<file path="config.mk">
export PLATFORM = sky130hd
export DESIGN_NAME = l1_pmem_arbiter
export DESIGN_NICKNAME = d
export VERILOG_FILES = /design/src/rtl/l1_pmem_arbiter_pkg.sv /design/src/rtl/l1_pmem_arb_checker.sv /design/src/rtl/l1_pmem_arb_fsm.sv /design/src/rtl/l1_pmem_arbiter.sv
export SDC_FILE = /design/constraint.sdc
export NUM_CORES = 1
export LEC_CHECK = 0
export CORE_AREA = 2 2 269 271
export CTS_BUF_LIST = sky130_fd_sc_hd__clkbuf_8
export DETAILED_ROUTE_END_ITERATION = 16
export DIE_AREA = 0 0 271 273
export PLACE_DENSITY = 0.49
export SYNTH_ARGS = -nofsm -noshare
export SYNTH_HDL_FRONTEND = slang
export SYNTH_HIERARCHICAL = 1
export SYNTH_SLANG_ARGS = --single-unit
</file>
<file path="constraint.sdc">
create_clock -name clk -period 3.1 [get_ports clk]
set_input_delay 0.465 -clock clk [delete_from_list [all_inputs] [get_ports clk]]
set_output_delay 0.465 -clock clk [all_outputs]
set_load 0.05 [all_outputs]
</file>
<file path="src/rtl/l1_pmem_arbiter_pkg.sv">
// Shared L1/L2 line-memory types and the client identifier used by the L1 memory arbiter.
package lc3b_types;
  typedef logic [15:0]  lc3b_word;
  typedef logic [127:0] pmem_L1_bus;
  typedef enum logic {ICACHE = 1'b0, DCACHE = 1'b1} arb_client_t;

  function automatic arb_client_t other_client(input arb_client_t c);
    return (c == ICACHE) ? DCACHE : ICACHE;
  endfunction
endpackage

</file>
<file path="src/rtl/l1_pmem_arb_checker.sv">
// Protocol checks for the arbiter: exclusive dcache read/write and no L2 response without an open request.
module l1_pmem_arb_checker (
  input logic clk,
  input logic reset_n,
  input logic dcache_read,
  input logic dcache_write,
  input logic l2_resp,
  input logic l2_busy
);
  a_dcache_rw_exclusive: assert property (@(posedge clk) disable iff (!reset_n)
    !(dcache_read && dcache_write));

  a_l2_resp_requested: assert property (@(posedge clk) disable iff (!reset_n)
    !(l2_resp && !l2_busy));
endmodule

</file>
<file path="src/rtl/l1_pmem_arb_fsm.sv">
// Arbitration sequencer: picks a client in IDLE, tracks the L2 round trip and the post-response drain cycle.
module l1_pmem_arb_fsm
  import lc3b_types::*;
#(
  parameter int unsigned RR_ENABLE = 1
) (
  input  logic        clk,
  input  logic        reset_n,
  input  logic        icache_req,
  input  logic        dcache_req,
  input  logic        l2_resp,
  output arb_client_t grant_o,
  output arb_client_t sel_o,
  output logic        load_o,
  output logic        done_o,
  output logic        busy_o
);
  typedef enum logic [2:0] {
    S_IDLE  = 3'd0,
    S_ISSUE = 3'd1,
    S_WAIT  = 3'd2,
    S_RESP  = 3'd3,
    S_DRAIN = 3'd4
  } arb_state_t;

  arb_state_t  state_d, state_q;
  arb_client_t grant_d, grant_q;
  arb_client_t last_d, last_q;

  assign grant_o = grant_q;
  assign busy_o  = (state_q == S_ISSUE) || (state_q == S_WAIT);

  // Next-state, client selection and datapath load/capture strobes
  always_comb begin
    state_d = state_q;
    grant_d = grant_q;
    last_d  = last_q;
    sel_o   = grant_q;
    load_o  = 1'b0;
    done_o  = 1'b0;
    case (state_q)
      S_IDLE: begin
        if (icache_req && dcache_req) begin
          if (RR_ENABLE != 32'd0) begin
            sel_o = other_client(last_q);
          end else begin
            sel_o = DCACHE;
          end
        end else if (dcache_req) begin
          sel_o = DCACHE;
        end else begin
          sel_o = ICACHE;
        end
        if (icache_req || dcache_req) begin
          load_o  = 1'b1;
          grant_d = sel_o;
          last_d  = sel_o;
          state_d = S_ISSUE;
        end else begin
          state_d = S_IDLE;
        end
      end
      // a response already in the ISSUE cycle is handled exactly like one in WAIT
      S_ISSUE, S_WAIT: begin
        if (l2_resp) begin
          done_o  = 1'b1;
          state_d = S_RESP;
        end else begin
          state_d = S_WAIT;
        end
      end
      S_RESP:  state_d = S_DRAIN;
      S_DRAIN: state_d = S_IDLE;
      default: state_d = S_IDLE;
    endcase
  end

  // State, current grant and round-robin history registers
  always_ff @(posedge clk or negedge reset_n) begin
    if (!reset_n) begin
      state_q <= S_IDLE;
      grant_q <= ICACHE;
      last_q  <= ICACHE;
    end else begin
      state_q <= state_d;
      grant_q <= grant_d;
      last_q  <= last_d;
    end
  end
endmodule

</file>
<file path="src/rtl/l1_pmem_arbiter.sv">
// L1 icache/dcache to L2 line-memory arbiter: serves one client at a time over a single L2 port.
module l1_pmem_arbiter
  import lc3b_types::*;
#(
  parameter int unsigned ADDR_W    = 16,
  parameter int unsigned LINE_W    = 128,
  parameter int unsigned RR_ENABLE = 1
) (
  input  logic              clk,
  input  logic              reset_n,
  input  logic [ADDR_W-1:0] icache_address,
  input  logic              icache_read,
  output logic              icache_resp,
  output logic [LINE_W-1:0] icache_rdata,
  input  logic [ADDR_W-1:0] dcache_address,
  input  logic              dcache_read,
  input  logic              dcache_write,
  input  logic [LINE_W-1:0] dcache_wdata,
  output logic              dcache_resp,
  output logic [LINE_W-1:0] dcache_rdata,
  output logic [ADDR_W-1:0] l2_address,
  output logic              l2_read,
  output logic              l2_write,
  output logic [LINE_W-1:0] l2_wdata,
  input  logic [LINE_W-1:0] l2_rdata,
  input  logic              l2_resp
);
  arb_client_t       grant, sel;
  logic              load, done, busy;
  logic [ADDR_W-1:0] addr_d, addr_q;
  logic [LINE_W-1:0] wdata_d, wdata_q, line_d, line_q;
  logic              rd_d, rd_q, wr_d, wr_q;
  logic              iresp_d, iresp_q, dresp_d, dresp_q;

  l1_pmem_arb_fsm #(.RR_ENABLE(RR_ENABLE)) u_fsm (
    .clk        (clk),
    .reset_n    (reset_n),
    .icache_req (icache_read),
    .dcache_req (dcache_read | dcache_write),
    .l2_resp    (l2_resp),
    .grant_o    (grant),
    .sel_o      (sel),
    .load_o     (load),
    .done_o     (done),
    .busy_o     (busy)
  );

  l1_pmem_arb_checker u_chk (
    .clk          (clk),
    .reset_n      (reset_n),
    .dcache_read  (dcache_read),
    .dcache_write (dcache_write),
    .l2_resp      (l2_resp),
    .l2_busy      (busy)
  );

  // Downstream request registers, returned line and client response pulses
  always_comb begin
    addr_d  = addr_q;
    wdata_d = wdata_q;
    rd_d    = rd_q;
    wr_d    = wr_q;
    line_d  = line_q;
    iresp_d = 1'b0;
    dresp_d = 1'b0;
    if (load) begin
      if (sel == DCACHE) begin
        addr_d  = dcache_address;
        wdata_d = dcache_wdata;
        rd_d    = dcache_read;
        wr_d    = dcache_write;
      end else begin
        addr_d  = icache_address;
        wdata_d = wdata_q;
        rd_d    = 1'b1;
        wr_d    = 1'b0;
      end
    end else if (done) begin
      rd_d = 1'b0;
      wr_d = 1'b0;
      // writes leave the last read line visible on rdata
      if (rd_q) begin
        line_d = l2_rdata;
      end else begin
        line_d = line_q;
      end
      if (grant == DCACHE) begin
        dresp_d = 1'b1;
      end else begin
        iresp_d = 1'b1;
      end
    end else begin
      addr_d = addr_q;
    end
  end

  // Datapath registers; reset abandons any transaction in flight
  always_ff @(posedge clk or negedge reset_n) begin
    if (!reset_n) begin
      addr_q  <= {ADDR_W{1'b0}};
      wdata_q <= {LINE_W{1'b0}};
      line_q  <= {LINE_W{1'b0}};
      rd_q    <= 1'b0;
      wr_q    <= 1'b0;
      iresp_q <= 1'b0;
      dresp_q <= 1'b0;
    end else begin
      addr_q  <= addr_d;
      wdata_q <= wdata_d;
      line_q  <= line_d;
      rd_q    <= rd_d;
      wr_q    <= wr_d;
      iresp_q <= iresp_d;
      dresp_q <= dresp_d;
    end
  end

  assign l2_address   = addr_q;
  assign l2_read      = rd_q;
  assign l2_write     = wr_q;
  assign l2_wdata     = wdata_q;
  assign icache_resp  = iresp_q;
  assign dcache_resp  = dresp_q;
  assign icache_rdata = line_q;
  assign dcache_rdata = line_q;
endmodule
</file>
==> results of run 1 <==
cells in the final DEF (no fill, tap or decap), types with 2 or more instances in the layout:
cell type and count:
clkinv_2 6, nor3b_1 2, mux2_2 155, mux2i_1 16, dfrtp_1 280, nor2_1 20, mux2_4 101, nor2b_1 2
nand2_1 2, inv_1 22, inv_8 3, clkdlybuf4s50_1 696, a21oi_1 16, buf_12 10, buf_4 21, clkbuf_8 64
metal layers:
layer | vias to the layer above | GRT usage, % | wire (um)
met3 | 67 | 3.87 | 3440
met5 | - | 0 | 13
li1 | 3774 | - | -
met4 | 2 | 3.87 | 1140
met1 | 4109 | 10.6 | 14100
met2 | 416 | 18.4 | 20800
sequential cells by signal (all words and copies together) (netlist names):
register	cells
u_fsm/grant_o	1
l2_read	1
dcache_resp	1
icache_resp	1
l2_wdata	128
l2_address	16
dcache_rdata	128
l2_write	1
u_fsm/state_q	3
stage by stage:
step	hold slack (ns)	area (um2)	util, %
after floorplan	0.169	12100	-
after global routing	0.367	20400	28.7
final	0.434	20400	28.7
after CTS	0.345	20400	28.7
after global placement	0.480	19300	27.2
after detailed placement	0.490	19300	27.2
layout make-up:
class | count | area share, %
timing repair buffer | 729 | 36.1
clock buffer | 64 | 4.33
sequential | 280 | 34.4
multi-input combinational | 330 | 18.5
clock inverter | 32 | 0.756
tap | 950 | 5.84
what timing repair did:
action | in CTS | in global routing
hold endpoints to repair | 63 | 0
buffers inserted | 0 | 0
hold buffers | 1 | 0
critical path, stage by stage (launching register included):
cell and delay, ns:
dfrtp_1 0.44, or3_4 0.43, nor2_2 0.25, nand3b_4 0.50, buf_4 0.31, mux2_2 0.36
path summary, 6_finish.rpt:
check	from	to	slack (ns)	depth (start not counted)
worst max-delay path	u_fsm/state_q[2]$_DFF_PN0_	dcache_rdata[87]$_DFFE_PN0P_	0.64	5
worst min-delay path	reset_n	dcache_rdata[89]$_DFFE_PN0P_	0.43	2
worst max register to register	u_fsm/state_q[2]$_DFF_PN0_	dcache_rdata[87]$_DFFE_PN0P_	0.64	5
worst min register to register	l2_wdata[124]$_DFFE_PN0P_	l2_wdata[124]$_DFFE_PN0P_	0.50	1
max in group asynchronous	reset_n	l2_wdata[12]$_DFFE_PN0P_	1.85	3
min in group clk	dcache_wdata[62]	l2_wdata[62]$_DFFE_PN0P_	0.44	2
==> metrics.md, run 1 <==
| Metric | Value |
|---|---|
| Status | finished, final reports clean |
| Drt first-iter violations | 191 |
| Clock Latency Late Sink | around 0.63 ns |
| Die Wd | between 200 and 300 um |
| Number of placed instances, taps included | approximately 2300 |
| Cell Rows | 98 |
| Setup TNS | 0 ns |
| Core area | roughly 0.07 mm2 |
| Post-cts repair resize count | 0 |
| Critical Path Source Type | register |
| Syn_area_per_cell | around 16 um2 |
| Initial Util | around 17% |
| Routed wire length | about 40000 um |
| RSZ-0062 raised after global routing | false |
| Via-to-Cell Ratio | about 3.5 |
| DRC | 0 |
| Syn nets | 1066 |
| Flip-flop and latch area | 0.00701 mm2 |
| Final setup vio count | 0 |
| Final Hold Viols | 0 |
| CTS sink cnt | 280 |
| HP Class | in2async |
| H-tree Lvls | 2 |
| Tcrit/Tclk final | 79.4% |
| Multi-input logic area | approximately 0.0038 mm2 |
| DIE HEIGHT | approximately 270 um |
| Synth Instances | 772 |
| Slew margin rel. | between 50% and 60% |
| Non-Filler Instances | around 2400 |
| Via count | 8368 |
| Crit-path max FO | 26 |
| CTS root buf | clkbuf_8 |
| Worst slack, placed | ~0.3 ns |
| Pin count of the biggest net entering global routing | between 70 and 80 |
| Buffers on Ports | between 600 and 700 |
| Overflow after GRT | 0 |
| CTS buffer count | between 50 and 60 |
| Routed len/inst | ~17 um |
| Final setup margin | between 0.6 and 0.7 ns |
| Highest clock rate | 0.406 GHz |
| Syn-to-layout area delta | 68.6% |
| Clock Skew | approximately 0.016 ns |
| Synth warn | 6 |
| Antenna diodes | 0 |
| DP HPWL | just over 30000 um |
| TritonCTS clock tree | yes |
| Post-route minimum period | ~2.5 ns |
| Slew of the pin with the lowest slew margin | 0.672 ns |
| Max_cap viols | 0 |
| Tot GR Track Use | about 10% |
| CP arrival | slightly below 3 ns |
| Antenna viol nets, final | 0 |
| WS Path Type | reg2reg |
| Clock Pin Slew Worst Setup and Hold Paths | ~0.06 ns |
| Vias in the first global route | 9115 |
| Total Die Area | around 0.074 mm2 |
| Final Max Tran Viols | 0 |
| CTS Buffer Depth | 3 |
| Routability cong. | 0.802 |
| Fillers | just over 7000 |
| Share of cells above drive strength 1 | ~26% |
| Initial antenna violation count | 1 |
| Drt pass-1 iters | 4 |
| WP data required | approximately 3.6 ns |
| Synthesized area | approximately 0.012 mm2 |
| Nets | roughly 1700 |
| CP endpoint kind | register |
| Global-route wire length before repair | 57800 um |
| IO Pins | between 600 and 700 |
Power of run 1 is left out: the tool's default activity adds up to more than one toggle a clock period on the data nets, which glitch-free logic cannot reach.
==> run 2, diff against run 1 <==
Settings changed: CORE_AREA 2 2 269 271 to 2 2 272 274, DIE_AREA 0 0 271 273 to 0 0 274 276, PLACE_DENSITY 0.49 to 0.5.
Clock period 3.1 ns to 2 ns, I/O delays scaled along.
==> metrics.md, run 2 (synthesis results as in run 1) <==
| Metric | Value |
|---|---|
| Status | finished, violations left |
| Failing checks | negative setup slack |
| Routability cong. | 0.753 (-6.1%) |
| Post-route minimum period | 2.06 ns (-0.405 ns) |
| Top Layer Used | met5 |
| R2R Setup Slk | -0.06 ns (-0.69 ns) |
| Slew margin rel. | 62.1% (+7.1 points) |
| DIE HEIGHT | 276 um (+1.1%) |
| CTS buffer count | 52 (-1.9%) |
| CTS sink cnt | 280 (unchanged) |
| Initial antenna violation count | 1 (unchanged) |
| Core area | 0.0726 mm2 (+2.2%) |
| Final setup vio count | 146 (+146) |
| DRC | 0 (unchanged) |
| IO Pins | 698 (unchanged) |
| WS Path Type | reg2reg |
| Worst slack, placed | -0.455 ns (-0.755 ns) |
| CTS root buf | clkbuf_8 |
| Share of cells above drive strength 1 | 28.7% (+3.0 points) |
| RSZ-0062 raised after global routing | true |
| CP endpoint kind | register |
| Nets | 1725 (+2.2%) |
| Syn-to-layout area delta | 69.0% |
| Routed len/inst | 16.8 um (+1.3%) |
| Met3 wire len | 3240 um (-5.7%) |
| R2R Path Start | u_fsm/state_q[2]$_DFF_PN0_ |
| Final Hold Viols | 0 (unchanged) |
| Final setup margin | -0.0577 ns (-0.695 ns) |
| Antenna diodes | 0 (unchanged) |
| Most frequent cells in the layout | dlygate4sd2_1, clkdlybuf4s50_1, dfrtp_1 |
| Clock Skew | 0.0241 ns (+0.00839 ns) |
| FF-to-FF End | l2_wdata[64]$_DFFE_PN0P_ |
| Die Wd | 274 um (+1.1%) |
| Total Die Area | 0.0756 mm2 (+2.2%) |
| Antenna viol nets, final | 0 (unchanged) |
| H-tree Lvls | 2 (unchanged) |
| Crit-path max FO | 11 (-58%) |
| Final Max Tran Viols | 0 (unchanged) |
| Slew of the pin with the lowest slew margin | 0.570 ns (-0.102 ns) |
| Tot GR Track Use | 10.2% (+0.019 points) |
| Vias in the first global route | 9236 (+1.3%) |
| Cell Rows | 99 (+1.0%) |
| Initial Util | 16.6% (-0.37 points) |
| Routed wire length | 40700 um (+2.9%) |
| Tcrit/Tclk final | 103% (+23 points) |
| Metal-1 WL | 14600 um (+3.1%) |
| Max_cap viols | 0 (unchanged) |
| CTS Buffer Depth | 3 (unchanged) |
| TritonCTS clock tree | yes |
| Drt pass-1 iters | 4 (unchanged) |
| Clock Pin Slew Worst Setup and Hold Paths | 0.06 ns (about the same) |
| DP HPWL | 30600 um (-0.20%) |
| Leading cell type in the layout, fill and taps excluded | dlygate4sd2_1 |
| HP Class | in2async |
| Pin count of the biggest net entering global routing | 59 (-17%) |
| Via count | 8458 (+1.1%) |
| Clock Latency Late Sink | 0.61 ns (-0.02 ns) |
| Via-to-Cell Ratio | 3.49 (-0.51%) |
| Critical Path Source Type | register |
| Buffers on Ports | 697 (unchanged) |
| Overflow after GRT | 0 (unchanged) |
| WP data required | 2.48 ns (-1.11 ns) |
| CP arrival | 2.54 ns (-0.41 ns) |
| Drt first-iter violations | 171 (-10%) |
| Global-route wire length before repair | 59100 um (+2.3%) |
| Wire length on met2 | 22000 um (+5.7%) |
| Reg2reg path depth | 5 (unchanged) |
| Highest clock rate | 0.486 GHz (+20%) |
[run 2: how the worst max path moves through the flow]
stage	from	to	cells past startpoint
2_1_floorplan	u_fsm/state_q[2]$_DFF_PN0_	l2_wdata[100]$_DFFE_PN0P_	7
3_3_place_gp	dcache_write	l2_wdata[13]$_DFFE_PN0P_	7
3_5_place_dp	dcache_write	l2_wdata[13]$_DFFE_PN0P_	7
4_1_cts	u_fsm/state_q[2]$_DFF_PN0_	l2_wdata[64]$_DFFE_PN0P_	5
5_1_grt	u_fsm/state_q[2]$_DFF_PN0_	dcache_rdata[90]$_DFFE_PN0P_	7
6_report	u_fsm/state_q[2]$_DFF_PN0_	l2_wdata[64]$_DFFE_PN0P_	5
[run 2: worst max-delay path, cell delays in order, from the launching register on]
cell	delay, ns
dfrtp_1	0.38
or3_4	0.43
mux2_4	0.43
nand2_8	0.18
buf_16	0.18
mux2_4	0.30
[run 2: area by class of cell]
| type | count | area (um2) |
|---|---|---|
| fillers | 7565 | 52200 |
| repair buffers | 764 | 7330 |
| flip-flops and latches | 280 | 7010 |
| multi-input cells | 333 | 3850 |
| well taps | 959 | 1200 |
| clock buffers | 61 | 840 |
| clock inverters | 26 | 176 |
[run 2: what timing repair did]
item | CTS | global route
pin swaps | 1 | 2
hold buffers | 1 | 0
gates cloned | 2 | 8
endpoints found under the setup margin | 590 | 265
setup buffers | 3 | 7
resized for setup | 395 | 23
hold endpoints to repair | 87 | 0
[run 2: layer usage]
metal	vias up	track usage (%)
met3	66	3.19
li1	3860	-
met2	396	19.5
met5	-	0
met1	4134	10.5
met4	2	2.94
[run 2: per-stage QoR]
stage               utilization [%]  hold WS [ns]  TNS [ns]  instances  cell area (um2)
floorplan                         -       0.00441     -7.05        772            12200
global placement               26.8         0.268    -91.20       2315            19400
CTS                            27.6         0.148     -7.72       2408            20100
detailed placement             26.8         0.272    -86.30       2315            19400
global route                   28.1         0.180    -18.43       2423            20400
finish                         28.1         0.192     -4.67       2423            20400
Power of run 2 is left out for the same reason.
==> run 3, diff against run 2 <==
Settings changed: SKIP_CTS_REPAIR_TIMING set to 1.
==> metrics.md, run 3 (synthesis results as in run 1) <==
| Metric | Value |
|---|---|
| Status | finished, violations left |
| Failing checks | negative setup slack |
| Drt first-iter violations | 174 (+1.8%) |
| Share of cells above drive strength 1 | 29.5% (+0.79 points) |
| Post-route minimum period | 2.10 ns (+0.0386 ns) |
| Crit-path max FO | 7 (-4) |
| Reg2reg path depth | 6 (+1) |
| FF-to-FF End | l2_wdata[121]$_DFFE_PN0P_ |
| Syn-to-layout area delta | 85.3% |
| Critical Path Source Type | register |
| Final setup margin | -0.0963 ns (-0.0386 ns) |
| Core area | 0.0726 mm2 (unchanged) |
| Vias in the first global route | 9179 (-0.62%) |
| Slowest CP cell | or3_4 |
| RSZ-0062 raised after global routing | true |
| Routed len/inst | 17.5 um (+4.2%) |
| Clock Skew | 0.0261 ns (+0.00193 ns) |
| Tcrit/Tclk final | 105% (+1.9 points) |
| WP data required | 2.49 ns (about the same) |
| Overflow after GRT | 0 (unchanged) |
| Fillers | 7225 (-4.5%) |
| R2R Path Start | u_fsm/state_q[2]$_DFF_PN0_ |
| Clock Pin Slew Worst Setup and Hold Paths | 0.06 ns (about the same) |
| Tot GR Track Use | 10.0% (-0.17 points) |
| Setup TNS | -6.37 ns (-1.70 ns) |
| Max_cap viols | 0 (unchanged) |
| Most frequent cells in the layout | dlymetal6s2s_1, clkdlybuf4s50_1, dfrtp_1 |
| Nets | 1740 (+0.87%) |
| Routability cong. | 0.753 (unchanged) |
| Die Wd | 274 um (unchanged) |
| DP HPWL | 30600 um (unchanged) |
| CTS root buf | clkbuf_8 |
| IO Pins | 698 (unchanged) |
| CTS Buffer Depth | 3 (unchanged) |
| Final Hold Viols | 0 (unchanged) |
| Final Core Density | 30.8% (+2.7 points) |
| DRC | 0 (unchanged) |
| Clock Latency Late Sink | 0.63 ns (+0.02 ns) |
| Slew of the pin with the lowest slew margin | 0.591 ns (+0.0209 ns) |
| Highest clock rate | 0.477 GHz (-1.8%) |
| Drt pass-1 iters | 4 (unchanged) |
| Final setup vio count | 147 (+0.68%) |
| H-tree Lvls | 2 (unchanged) |
| TritonCTS clock tree | yes |
| Antenna viol nets, final | 0 (unchanged) |
| Final Max Tran Viols | 0 (unchanged) |
| Global-route wire length before repair | 58400 um (-1.2%) |
| WS Path Type | reg2reg |
| Worst path cell trace | or3_4 > mux2_4 > buf_12 > nand2_8 > clkbuf_16 > mux2_4 |
| R2R Setup Slk | -0.1 ns (-0.04 ns) |
| CP arrival | 2.59 ns (+0.05 ns) |
| Slew margin rel. | 60.5% (-1.6 points) |
| CP endpoint kind | register |
| Initial antenna violation count | 1 (unchanged) |
| Initial Util | 16.6% (unchanged) |
| CP max stage delay | 0.43 ns (about the same) |
| CTS buffer count | 52 (unchanged) |
| Most used cell, CP | mux2_4 |
| CTS sink cnt | 280 (unchanged) |
| Via-to-Cell Ratio | 3.54 (+1.3%) |
| DIE HEIGHT | 276 um (unchanged) |
| Leading cell type in the layout, fill and taps excluded | dlymetal6s2s_1 |
| Cell Rows | 99 (unchanged) |
| HP Class | in2async |
| Total Die Area | 0.0756 mm2 (unchanged) |
| Routed wire length | 42600 um (+4.8%) |
| Pin count of the biggest net entering global routing | 59 (unchanged) |
| Via count | 8622 (+1.9%) |
| Antenna diodes | 0 (unchanged) |
| Buffers on Ports | 697 (unchanged) |
[run 3: changes by cell type in the layout (fill, tap and decap cells not counted), moves of 4 or more]
cell and change:
clkbuf_16 +5, buf_6 +4, buf_8 +10, dlygate4sd2_1 -387, mux2_2 -24, dlymetal6s2s_1 +390, buf_4 -11, buf_12 +5
mux2_4 +25
[run 3: stage by stage]
stage	setup slack (ns)	area, um2	cells	hold WS (ns)
after floorplan	-0.0653	12200	772	0.00441
after global placement	-0.432	19400	2315	0.268
after detailed placement	-0.455	19400	2315	0.272
after CTS	-0.290	20500	2402	-0.441
after global routing	-0.134	22400	2438	0.180
final	-0.0963	22400	2438	0.195
[run 3: final cells by class]
cell class,count,area (um2),area share (%)
clock buffer,61,840,3.75
timing repair buffer,778,9150,40.9
multi-input combinational,334,3990,17.8
clock inverter,26,176,0.789
sequential,280,7010,31.3
tap,959,1200,5.36
[run 3: how the worst max path moves through the flow]
stage | endpoint | startpoint | slack (ns) | cells past startpoint
detailed placement | l2_wdata[13]$_DFFE_PN0P_ | dcache_write | -0.45 | 7
global route | l2_wdata[127]$_DFFE_PN0P_ | u_fsm/state_q[2]$_DFF_PN0_ | -0.13 | 6
CTS | icache_rdata[9] | dcache_rdata[9]$_DFFE_PN0P_ | -0.29 | 1
finish | l2_wdata[121]$_DFFE_PN0P_ | u_fsm/state_q[2]$_DFF_PN0_ | -0.1 | 6
global placement | l2_wdata[13]$_DFFE_PN0P_ | dcache_write | -0.43 | 7
floorplan | l2_wdata[100]$_DFFE_PN0P_ | u_fsm/state_q[2]$_DFF_PN0_ | -0.07 | 7
[run 3: routing by layer]
metal / up-vias / track usage [%] / part of all wire (%)
met4: 2 / 2.79 / 1.9
met3: 64 / 3.15 / 8.4
met5: - / 0 / 0.028
met2: 396 / 19.1 / 55
li1: 3891 / - / -
met1: 4269 / 10.4 / 35
[run 3: critical path, delay by kind of cell, from the launching register on]
kind | cells | cell delay, ns
multiplexers | 2 | 0.71
AND/OR/NAND/NOR | 2 | 0.55
flip-flops | 1 | 0.38
buffers and inverters | 2 | 0.34
Power of run 3 is left out for the same reason.
